[src/rtl/pll_lock_seq.sv]
// PLL lock and reset sequencer: drives the PLL reset, qualifies raw lock with bounded
// retry and a sticky failure state, then releases CH_NUM reset domains in a staggered order.
module pll_lock_seq #(
  parameter int unsigned CH_NUM      = 2,
  parameter int unsigned CW          = 16,
  parameter int unsigned HOLD_CYC    = 5,
  parameter int unsigned STABLE_CYC  = 16,
  parameter int unsigned TIMEOUT_CYC = 1024,
  parameter int unsigned STAGGER     = 4,
  parameter int unsigned MAX_RETRY   = 3
) (
  input  logic              clk,
  input  logic              reset_n,
  input  logic              en,
  input  logic              restart,
  input  logic              pll_lock_in,
  output logic              pll_rst,
  output logic              lock,
  output logic [CH_NUM-1:0] rst_n_out,
  output logic              fail,
  output logic [3:0]        retry_cnt,
  output logic [2:0]        state
);

  localparam int unsigned SW = 3;
  localparam int unsigned RW = 4;

  typedef enum logic [SW-1:0] {
    S_IDLE   = 3'd0,
    S_HOLD   = 3'd1,
    S_WAIT   = 3'd2,
    S_LOCKED = 3'd3,
    S_FAIL   = 3'd4
  } state_t;

  state_t            r_state;
  state_t            w_nxt;
  logic [CW-1:0]     r_hold_cnt;
  logic [CW-1:0]     r_stable_cnt;
  logic [CW-1:0]     r_timeout_cnt;
  logic [CW-1:0]     r_stag_cnt;
  logic [RW-1:0]     r_retry;
  logic [RW-1:0]     w_retry_nxt;
  logic              r_pll_rst;
  logic              r_lock;
  logic              r_fail;
  logic [CH_NUM-1:0] r_rst_n;
  logic [CH_NUM-1:0] w_rel;
  logic              w_hold_done;
  logic              w_stable_done;
  logic              w_timeout;
  logic              w_stag_sat;
  logic              w_stay_hold;
  logic              w_stay_wait;
  logic              w_stay_locked;

  // Counter terminal conditions and per-channel release strobes
  always_comb begin
    w_hold_done   = (r_hold_cnt == CW'(HOLD_CYC - 1));
    w_stable_done = pll_lock_in && (r_stable_cnt == CW'(STABLE_CYC - 1));
    w_timeout     = (r_timeout_cnt == CW'(TIMEOUT_CYC - 1));
    w_stag_sat    = (r_stag_cnt == CW'(STAGGER * CH_NUM));
    w_rel         = '0;
    for (int unsigned i = 0; i < CH_NUM; i++) begin
      w_rel[i] = (r_stag_cnt == CW'(STAGGER * (i + 1) - 1));
    end
  end

  // Next state and retry count; en=0 overrides everything, lock beats a same-cycle timeout
  always_comb begin
    w_nxt       = r_state;
    w_retry_nxt = r_retry;
    if (!en) begin
      w_nxt       = S_IDLE;
      w_retry_nxt = '0;
    end else begin
      case (r_state)
        S_IDLE: w_nxt = S_HOLD;
        S_HOLD: begin
          if (w_hold_done) w_nxt = S_WAIT;
        end
        S_WAIT: begin
          if (w_stable_done) begin
            w_nxt       = S_LOCKED;
            w_retry_nxt = '0;
          end else if (w_timeout) begin
            if (r_retry == RW'(MAX_RETRY)) begin
              w_nxt = S_FAIL;
            end else begin
              w_nxt       = S_HOLD;
              w_retry_nxt = r_retry + RW'(1);
            end
          end
        end
        S_LOCKED: begin
          if (!pll_lock_in) w_nxt = S_HOLD;
        end
        S_FAIL: begin
          if (restart) begin
            w_nxt       = S_HOLD;
            w_retry_nxt = '0;
          end
        end
        default: w_nxt = S_IDLE;
      endcase
    end
  end

  // A counter only advances while its state is kept; any entry starts it from zero
  always_comb begin
    w_stay_hold   = (r_state == S_HOLD)   && (w_nxt == S_HOLD);
    w_stay_wait   = (r_state == S_WAIT)   && (w_nxt == S_WAIT);
    w_stay_locked = (r_state == S_LOCKED) && (w_nxt == S_LOCKED);
  end

  always_ff @(posedge clk or negedge reset_n) begin
    if (!reset_n) begin
      r_state       <= S_IDLE;
      r_pll_rst     <= 1'b1;
      r_lock        <= 1'b0;
      r_fail        <= 1'b0;
      r_retry       <= '0;
      r_rst_n       <= '0;
      r_hold_cnt    <= '0;
      r_stable_cnt  <= '0;
      r_timeout_cnt <= '0;
      r_stag_cnt    <= '0;
    end else begin
      r_state   <= w_nxt;
      r_pll_rst <= (w_nxt == S_IDLE) || (w_nxt == S_HOLD) || (w_nxt == S_FAIL);
      r_lock    <= (w_nxt == S_LOCKED);
      r_fail    <= (w_nxt == S_FAIL);
      r_retry   <= w_retry_nxt;

      r_hold_cnt <= w_stay_hold ? (r_hold_cnt + CW'(1)) : '0;

      if (w_stay_wait) begin
        r_stable_cnt  <= pll_lock_in ? (r_stable_cnt + CW'(1)) : '0;
        r_timeout_cnt <= r_timeout_cnt + CW'(1);
      end else begin
        r_stable_cnt  <= '0;
        r_timeout_cnt <= '0;
      end

      // Channels release one by one and stay released until LOCKED is left
      if (w_stay_locked) begin
        r_stag_cnt <= w_stag_sat ? r_stag_cnt : (r_stag_cnt + CW'(1));
        r_rst_n    <= r_rst_n | w_rel;
      end else begin
        r_stag_cnt <= '0;
        r_rst_n    <= '0;
      end
    end
  end

  assign pll_rst   = r_pll_rst;
  assign lock      = r_lock;
  assign rst_n_out = r_rst_n;
  assign fail      = r_fail;
  assign retry_cnt = r_retry;
  assign state     = r_state;

endmodule
[config.mk]
export PLATFORM = sky130hd
export DESIGN_NAME = pll_lock_seq
export DESIGN_NICKNAME = d
export VERILOG_FILES = /design/src/rtl/pll_lock_seq.sv
export SDC_FILE = /design/constraint.sdc
export NUM_CORES = 1
export LEC_CHECK = 0
export ABC_AREA = 1
export CORE_ASPECT_RATIO = 1.25
export CORE_MARGIN = 2
export CORE_UTILIZATION = 55
export DETAILED_ROUTE_END_ITERATION = 7
export PLACE_DENSITY = 0.76
export SYNTH_ARGS = -nofsm -noshare
export SYNTH_HDL_FRONTEND = slang
export SYNTH_SLANG_ARGS = --single-unit
[constraint.sdc]
create_clock -name clk -period 1.6 [get_ports clk]
set_input_delay 0.16 -clock clk [delete_from_list [all_inputs] [get_ports clk]]
set_output_delay 0.16 -clock clk [all_outputs]
set_load 0.02 [all_outputs]
==> flow_metrics.env <==
export IMPL_status="finished with violations"
export IMPL_violations="negative setup slack"
export IMPL_final_cells=701
export IMPL_critical_path_top_cell_by_count="nand2_4"
export IMPL_drt_total_wl_mm=9.91
export IMPL_drt_vias_per_instance=5.22
export IMPL_synth_area_leaders="dfrtp_1 (45%), nor2_1 (8.0%), xor2_1 (6.2%)"
export IMPL_fin_crit_ns=1.68
export IMPL_grt_setup_unrepaired="yes"
export IMPL_netlist_area_um2=4210
export IMPL_dp_cells=671
export IMPL_crit_chain="buf_4, inv_1, nand4_1, nor2_1, nand3_2, nand2_2, nand2_4, nand2_4, nand3_4, buf_12, nor2_4"
export IMPL_postSynthCellCount=508
export IMPL_r2r_end="r_hold_cnt[14]"
export IMPL_ir_drop_mv=0.587
export IMPL_cts_buffers=9
export IMPL_root_buffer="clkbuf_8"
export IMPL_ys_ff_latch=76
export IMPL_initial_core_util_pct=56.8
export IMPL_synth_compound_area_share_pct=3.27
export IMPL_grt_start_max_net_pins=37
export IMPL_timing_rr_start="r_stable_cnt[8]"
export IMPL_cp_top_family="simple AND/OR/NAND/NOR gates"
export IMPL_synth_warnings=0
export IMPL_final_nets=616
export IMPL_synth_top_cell_area_share_pct=44.6
export IMPL_tns_ns=-1.13
export IMPL_stdcell_area_um2=5590
export IMPL_cp_startpoint="r_stable_cnt[8]"
export IMPL_synth_xor_area_share_pct=8.54
export IMPL_synth_top_family_by_area="simple AND/OR/NAND/NOR gates"
export IMPL_tightest_slew_ns=0.340
export IMPL_crit_fanout=10
export IMPL_maxSlewViolCount=0
export IMPL_r2r_cells=11
export IMPL_worstPathArrival_ns=1.96
export IMPL_yosysTopAreaCell="dfrtp_1"
export IMPL_cts_htree_levels=3
export IMPL_hold_path_class="in -> async"
export IMPL_cpPeakStageDelay_ns=0.41
export IMPL_clock_sinks=76
export IMPL_io_pin_count=17
export IMPL_power_leakage_nw=2.43
export IMPL_rrSetupSlack_ns=-0.08
export IMPL_async_reset_ff_share_pct=100
export IMPL_diodes=0
export IMPL_overflow=0
export IMPL_insertion_delay_ns=0.35
export IMPL_cp_endpoint="r_hold_cnt[14]"
export IMPL_fp_row_count=35
export IMPL_synth_simple_area_share_pct=33.0
export IMPL_final_util_pct=75.6
export IMPL_clock_tree_buffer_depth=2
export IMPL_portBuffers=16
export IMPL_setup_viol=33
export IMPL_coreArea_um2=7400
export IMPL_drive_gt1_share_pct=30.7
export IMPL_antenna_found_initial=0
export IMPL_drt_iter0_markers=166
export IMPL_powerDensity_nw_per_um2=695
export IMPL_period_share_pct=105
export IMPL_worst_slack_ns=-0.0762
export IMPL_vias=3658
export IMPL_relSlewSlack_pct=77.3
export IMPL_finalWeightedCongestion=0.905
export IMPL_synth_enable_flop_cells=0
export IMPL_worst_setup_path_type="reg -> reg"
export IMPL_synthMuxAreaShare_pct=0
export IMPL_syn_avg_cell_area_um2=8.28
export IMPL_grt_pass1_wl_mm=15.7
export IMPL_final_cell_mix="dfrtp_1 (75), nor2_1 (67), nand2_1 (66), buf_4 (66), inv_1 (65)"
export IMPL_drt_pass1_iter_count=4
export IMPL_dp_hpwl_mm=6.49
export IMPL_avgRoutedWirePerCell_um=14.1
export IMPL_fin_skew_ns=0.0103
export IMPL_synth_nets=520
export IMPL_hold_viol_final=0
export IMPL_max_freq_mhz=597
export IMPL_final_common_cell="dfrtp_1"
export IMPL_synth_distinct_cells=32
export IMPL_die_height_um=102
export IMPL_crit_slowest_cell="dfrtp_1"
export IMPL_path_buf_inv=3
export IMPL_place_ws_ns=-0.0617
export IMPL_worst_path_stages=11
export IMPL_syn2layout_area_growth_pct=33.0
export IMPL_die_w_um=82.2
export IMPL_synth_fa_ha_area_share_pct=2.08
export IMPL_grt_use_total_pct=24.3
export IMPL_max_cap_viol_count=0
export IMPL_grt_pass1_vias=3688
export IMPL_place_area_um2=4930
export IMPL_clkTransAtPathRegs_ns=0.08
export IMPL_drc=0
export IMPL_cts_tree="yes"
export IMPL_seq_area_frac_synth_pct=45.2
export IMPL_ant_nets=0
export IMPL_die_area_um2=8370
export IMPL_cp_required_ns=1.88
export IMPL_start_kind="flop"
export IMPL_end_kind="flop"
export IMPL_synth_ff_type="dfrtp_1"
per-stage QoR:
stage	power, mW	hold WS [ns]
CTS	3.90	0.258
detailed placement	2.18	0.0941
global route	4.03	0.283
floorplan	2.05	-0.136
global placement	2.17	0.0917
finish	3.89	0.254
layer usage:
metal / GRT usage [%] / share of wire, %
met1: 28.7 / 41
met2: 42.7 / 53
met3: 4.46 / 3.3
met4: 10.4 / 2.8
met5: 0 / 0
worst min path at each step:
stage / startpoint / end / depth (start not counted)
5_1_grt: reset_n / r_stag_cnt[14] / 2
3_5_place_dp: reset_n / r_stag_cnt[14] / 1
4_1_cts: reset_n / r_stag_cnt[14] / 2
3_3_place_gp: reset_n / r_stag_cnt[14] / 1
6_report: reset_n / r_stag_cnt[14] / 2
2_1_floorplan: reset_n / fail / 0
registers in the layout, indices dropped and copies added (netlist names):
register,cells
r_hold_cnt,16
r_stable_cnt,16
r_stag_cnt,16
r_timeout_cnt,16
retry_cnt,4
state,3
rst_n_out,2
fail,1
lock,1
pll_rst,1
Yosys cell counts (2+ instances only):
cell type   n
nand2_4     3
nand3_2     2
dfrtp_1    75
o21ai_0     8
nand2_2     8
inv_2       5
nor2_2     13
nand2_1    69
inv_1      68
nor4_1      3
nand3_1    30
nand3b_1    2
xnor2_1    11
buf_2       3
nor2_1     90
nor2_4     12
nor3_1     29
buf_6       2
xor2_1     30
a21oi_1    12
ha_1        7
nand4_1    16
worst register-to-register path, cell delays in order (launching register included):
cell and delay, ns:
dfrtp_1 0.41, buf_4 0.16, inv_1 0.13, nand4_1 0.11
nor2_1 0.12, nand3_2 0.10, nand2_2 0.09, nand2_4 0.07
nand2_4 0.08, nand3_4 0.09, buf_12 0.18, nor2_4 0.07
area by class of cell:
cell class                 instances  area, µm²
clock buffer                      11        131
inverter                          73        279
sequential                        76       1900
fill                             500       1810
clock inverter                     5        100
tap                               92        115
timing repair buffer              88        771
multi-input combinational        356       2290
what timing repair did:
action / in CTS / in global routing
cloned: 2 / 1
endpoints found under the hold margin: 23 / 0
hold buffers: 1 / 0
setup buffers: 5 / 5
endpoints found under the setup margin: 52 / 74
pin swaps: 9 / 14
resized for setup: 23 / 58
power by group:
| group | total (mW) | internal [mW] | switching [mW] |
|---|---|---|---|
| sequential | 1.94 | 1.93 | 0.0104 |
| clock | 1.73 | 1.03 | 0.699 |
| combinational | 0.210 | 0.0839 | 0.126 |
| total | 3.89 | 3.05 | 0.836 |
kinds of logic (layout without fill, tap and decap cells):
kind of cell,Yosys count,in the layout
DFF,76,76
adders and majority gates,7,7
and+or+nand+nor,281,284
xor gates and xnor gates,41,41
buffers and inverters,79,177
AOI/OAI and AO/OA,24,24
(Power assumes the default switching activity.)
==> patch 1, RTL diff (same settings) <==
Change the parameter `CH_NUM` from 2 to 1.
--- a/src/rtl/pll_lock_seq.sv
+++ b/src/rtl/pll_lock_seq.sv
@@ -2,5 +2,5 @@
 // retry and a sticky failure state, then releases CH_NUM reset domains in a staggered order.
 module pll_lock_seq #(
-  parameter int unsigned CH_NUM      = 2,
+  parameter int unsigned CH_NUM      = 1,
   parameter int unsigned CW          = 16,
   parameter int unsigned HOLD_CYC    = 5,
Interface: changed (resized rst_n_out); port bits go from 17 to 16. The function was not compared with the original's and may differ.
==> patch 1 against the unedited design <==
The run still ends with negative setup slack left; worst setup slack got worse by 100 ps; total power decreased by 3.5%; synthesized cell count decreased by 3.0%; routed wire length increased by 27%; count of clock-buffer cells in the layout increased by 1; area after synthesis decreased by 2.0%; global-route usage increased by 2.0 points; non-clock buffer count increased by 25; sequential cell count decreased by 1; final area increased by 3.8%; utilization increased by 3.8 points; critical endpoint is now r_stag_cnt[6].
==> patch 1: results (changes against the unedited design) <==
metric	value	unit	change
status	complete, but fails checks		unchanged
violations	negative setup slack		unchanged
dp.cells	662		was 671
finalWeightedCongestion	0.839		was 0.905
instances_no_fill	706		was 701
swShare	24.1	%	was 21.5%
place_ws	-95.3	ps	was -61.7 ps
synth-adder-area-share	2.13	%	was 2.08%
reg2reg_slack	-180	ps	was -80 ps
m1WireLength	4720	um	was 4030 um
clock_cell_area_share	3.66	%	was 4.14%
drtPass1Iterations	5		was 4
grt_pass1_vias	3777		was 3,688
inverters	58		was 73
port_buffers	15		was 16
postCtsSetupBuffers	15		was 5
met1_usage	32.6	%	was 28.7%
route.met3.wl	664	um	was 328 um
coreArea	0.00731	mm2	was 0.00740 mm2
multi_input_area_share	40.7	%	was 41.0%
buf_share	17.3	%	was 13.8%
syn_nets	505		was 520
multi_input_cells	352		was 356
rr_startpoint	r_stable_cnt[0]		was r_stable_cnt[8]
synth_compound_area_share	3.76	%	was 3.27%
ys_ff_latch	75		was 76
hpwl	6380	um	was 6490 um
grt_use_met2	45.3	%	was 42.7%
drive_above_1_share	37.6	%	was 30.7%
wl_per_cell	17.8	um	was 14.1 um
cts_resized	47		was 23
grt_max_degree	38		was 37
synth-xor-area-share	8.71	%	was 8.54%
synth_cells	493		was 508
crit-reg2reg-capture	r_stag_cnt[6]		was r_hold_cnt[14]
setup_tns	-7140	ps	was -1130 ps
clkbuf_count	12		was 11
cp_max_fo	4		was 10
insertion_delay	370	ps	was 350 ps
setup_ws	-180	ps	was -76.2 ps
synth-seq-area-share	45.6	%	was 45.2%
finalSetupViolations	71		was 33
synthTopCellsByCount	86 x nor2_1, 75 x nand2_1, 74 x dfrtp_1		was 90 x nor2_1, 75 x dfrtp_1, 69 x nand2_1
hold_slack	210	ps	was 254 ps
seq_area_share	32.4	%	was 34.0%
vias	4070		was 3,658
synth.distinct_cells	33		was 32
synth_top_cells_by_area	dfrtp_1 45%, nor2_1 7.8%, nand2_1 6.8%		was dfrtp_1 45%, nor2_1 8.0%, xor2_1 6.2%
use_met3	3.41	%	was 4.46%
regArea	0.00188	mm2	was 0.00190 mm2
leakage	2.52	nW	was 2.43 nW
patch 1: cell count changes after synthesis, sizes merged, moves of 2 or more:
cell and change:
nor2 -4, nand3 +6, nand3b -2, nand4 -5
nor3 -5, buf +2, o21ai +2, inv -15
nand2 +2
patch 1: how the worst max path moves through the flow:
stage | from | end | slack, ps | cells after the start
floorplan | r_timeout_cnt[0] | r_stag_cnt[8] | 30 | 11
global placement | pll_lock_in | r_hold_cnt[15] | -10 | 10
detailed placement | r_timeout_cnt[0] | r_hold_cnt[9] | -100 | 10
CTS | r_stable_cnt[1] | r_stag_cnt[2] | -50 | 10
global route | r_timeout_cnt[5] | r_stag_cnt[12] | -290 | 12
finish | r_stable_cnt[0] | r_stag_cnt[6] | -180 | 10
patch 1: power by group through the flow:
stage                     clock network, mW  registers [mW]  logic (mW)
after CTS                              1.57            1.92       0.225
after detailed placement                  0            1.96       0.202
after global placement                    0            1.96       0.197
after global routing                   1.66            1.93       0.258
final                                  1.59            1.92       0.238
after floorplan                           0            1.98      0.0567
==> patch 2, RTL diff (config.mk and constraints unchanged) <==
Made on the original files. Reset style: synchronous (`reset_n`), changed in one clocked block.
--- a/src/rtl/pll_lock_seq.sv
+++ b/src/rtl/pll_lock_seq.sv
@@ -114,5 +114,5 @@
   end
 
-  always_ff @(posedge clk or negedge reset_n) begin
+  always_ff @(posedge clk) begin
     if (!reset_n) begin
       r_state       <= S_IDLE;
Check against the original RTL: differs if reset_n is asserted again (counterexample within 4 cycles, from zero or initial values and one cycle with reset_n low); with reset_n held inactive, the same outputs for 10 cycles.
==> patch 2 against the unedited design <==
The flow still finishes with violations (negative setup slack); worst setup slack worse by 94 ps; synthesized cell count is 3.9% lower; non-clock buffer count increased by 28; sequential cell count stayed put; maximum frequency decreased by 5.3%; sequential share of layout area decreased by 5.4 points; routed wire length down 4.0%; area after synthesis decreased by 9.3%; final area down 4.2%; critical endpoint is now r_stable_cnt[11].
Power is not compared: it rests on default switching activity, and its combinational part moved more than twofold at a synthesized area within 25%.
==> patch 2: results (changes against the unedited design) <==
metric	value	unit	change
grt_use_met2	45.0	%	was 42.7%
worstMarginPinSlew	420	ps	was 340 ps
n_antenna_cell	0		unchanged
fill_cells	405		was 500
area_growth	40.5	%	was 33.0%
hold_class	input pin to register		was input pin to async pin
grt_use_total	25.2	%	was 24.3%
cts_root_buf	clkbuf_8		unchanged
skew	12.3	ps	was 10.3 ps
drive_above_1_share	37.8	%	was 30.7%
wl_per_cell	13.5	um	was 14.1 um
grt_pass1_vias	3652		was 3,688
cts_resized	26		was 23
m1WireLength	3860	um	was 4030 um
cp.arrival	2070	ps	was 1960 ps
use_met3	3.81	%	was 4.46%
cts.htree.levels	3		unchanged
finalSetupViolations	69		was 33
synth.distinct_cells	34		was 32
viasPerCell	5.05		was 5.22
wl_met2	5030	um	was 5270 um
clkTransAtPathRegs	80	ps	about the same
route.met3.wl	319	um	was 328 um
met1_usage	28.8	%	was 28.7%
hpwl	5730	um	was 6490 um
intPower	2.69	mW	
cpPeakStageDelay	330	ps	was 410 ps
grt_max_degree	17		was 37
fin_nets	624		was 616
synthTopCellsByCount	92 x nor2_1, 76 x dfxtp_1, 72 x nand2_1		was 90 x nor2_1, 75 x dfrtp_1, 69 x nand2_1
crit_slowest_cell	dfxtp_2		was dfrtp_1
finalWeightedCongestion	0.841		was 0.905
setup_ws	-170	ps	was -76.2 ps
port_buffers	16		unchanged
cp_max_fo	8		was 10
seq_power	1.90	mW	
syn_nets	500		was 520
postCtsSetupBuffers	9		was 5
status	complete, but fails checks		unchanged
async_flop_share	0	%	was 100%
setup_tns	-6710	ps	was -1130 ps
leakage	2.12	nW	
synth_top_cells_by_area	dfxtp_1 40%, nor2_1 9.1%, xor2_1 8.5%		was dfrtp_1 45%, nor2_1 8.0%, xor2_1 6.2%
grt_first_pass_wirelength	15600	um	was 15,700 um
drt_iter0_markers	218		was 166
synth-seq-area-share	39.9	%	was 45.2%
violations	negative setup slack		unchanged
ys_warn_count	0		unchanged
synth_ff_type	dfxtp_1		was dfrtp_1
==> patch 2: area by class of cell <==
cell class                      instances  area [um2]  share of cell area (%)
Clock buffer                           10         138                    2.57
Clock inverter                          6        63.8                    1.19
Inverter                               64         240                    4.48
Multi-Input combinational cell        345        2270                    42.4
Sequential cell                        76        1540                    28.6
Tap cell                               87         109                    2.03
Timing Repair Buffer                  116        1000                    18.7
==> patch 2: final timing paths <==
check                              startpoint                to  slack (ps)  cells after the start
worst min-delay path                  reset_n      retry_cnt[2]         450                      3
worst max register to register  r_hold_cnt[0]  r_stable_cnt[11]        -170                     12
worst min register to register   rst_n_out[0]      rst_n_out[0]         500                      2
worst max-delay path            r_hold_cnt[0]  r_stable_cnt[11]        -170                     12
==> patch 2: metrics by stage <==
step	hold slack [ps]	setup WS, ps	area, um2	std cells	power (mW)
5_1_grt	471	-246	5360	704	3.58
3_5_place_dp	475	-314	4750	671	2.01
3_3_place_gp	473	-259	4750	671	2.01
6_report	453	-170	5360	704	3.48
2_1_floorplan	304	-63.2	3880	488	1.98
4_1_cts	436	-93.4	5160	699	3.49
==> patch 2: worst max-delay path, delay by kind of cell, from the launching register on <==
kind                     cells  cell delay [ps]
adder cells (fa/ha/maj)      1              130
AO/OA/AOI/OAI                1              170
buffers and inverters        3              370
AND/OR/NAND/NOR              7              700
flip-flops                   1              330
==> patch 2: logic make-up (layout without fill, tap and decap cells) <==
kind of cell | Yosys count | after routing | share of synthesized area (%)
AND/OR/NAND/NOR | 266 | 268 | 35.6
flip-flops | 76 | 76 | 39.9
buffers and inverters | 69 | 196 | 7.71
XOR/XNOR | 50 | 50 | 11.5
AO/OA/AOI/OAI | 20 | 20 | 3.05
adder cells (fa/ha/maj) | 7 | 7 | 2.30
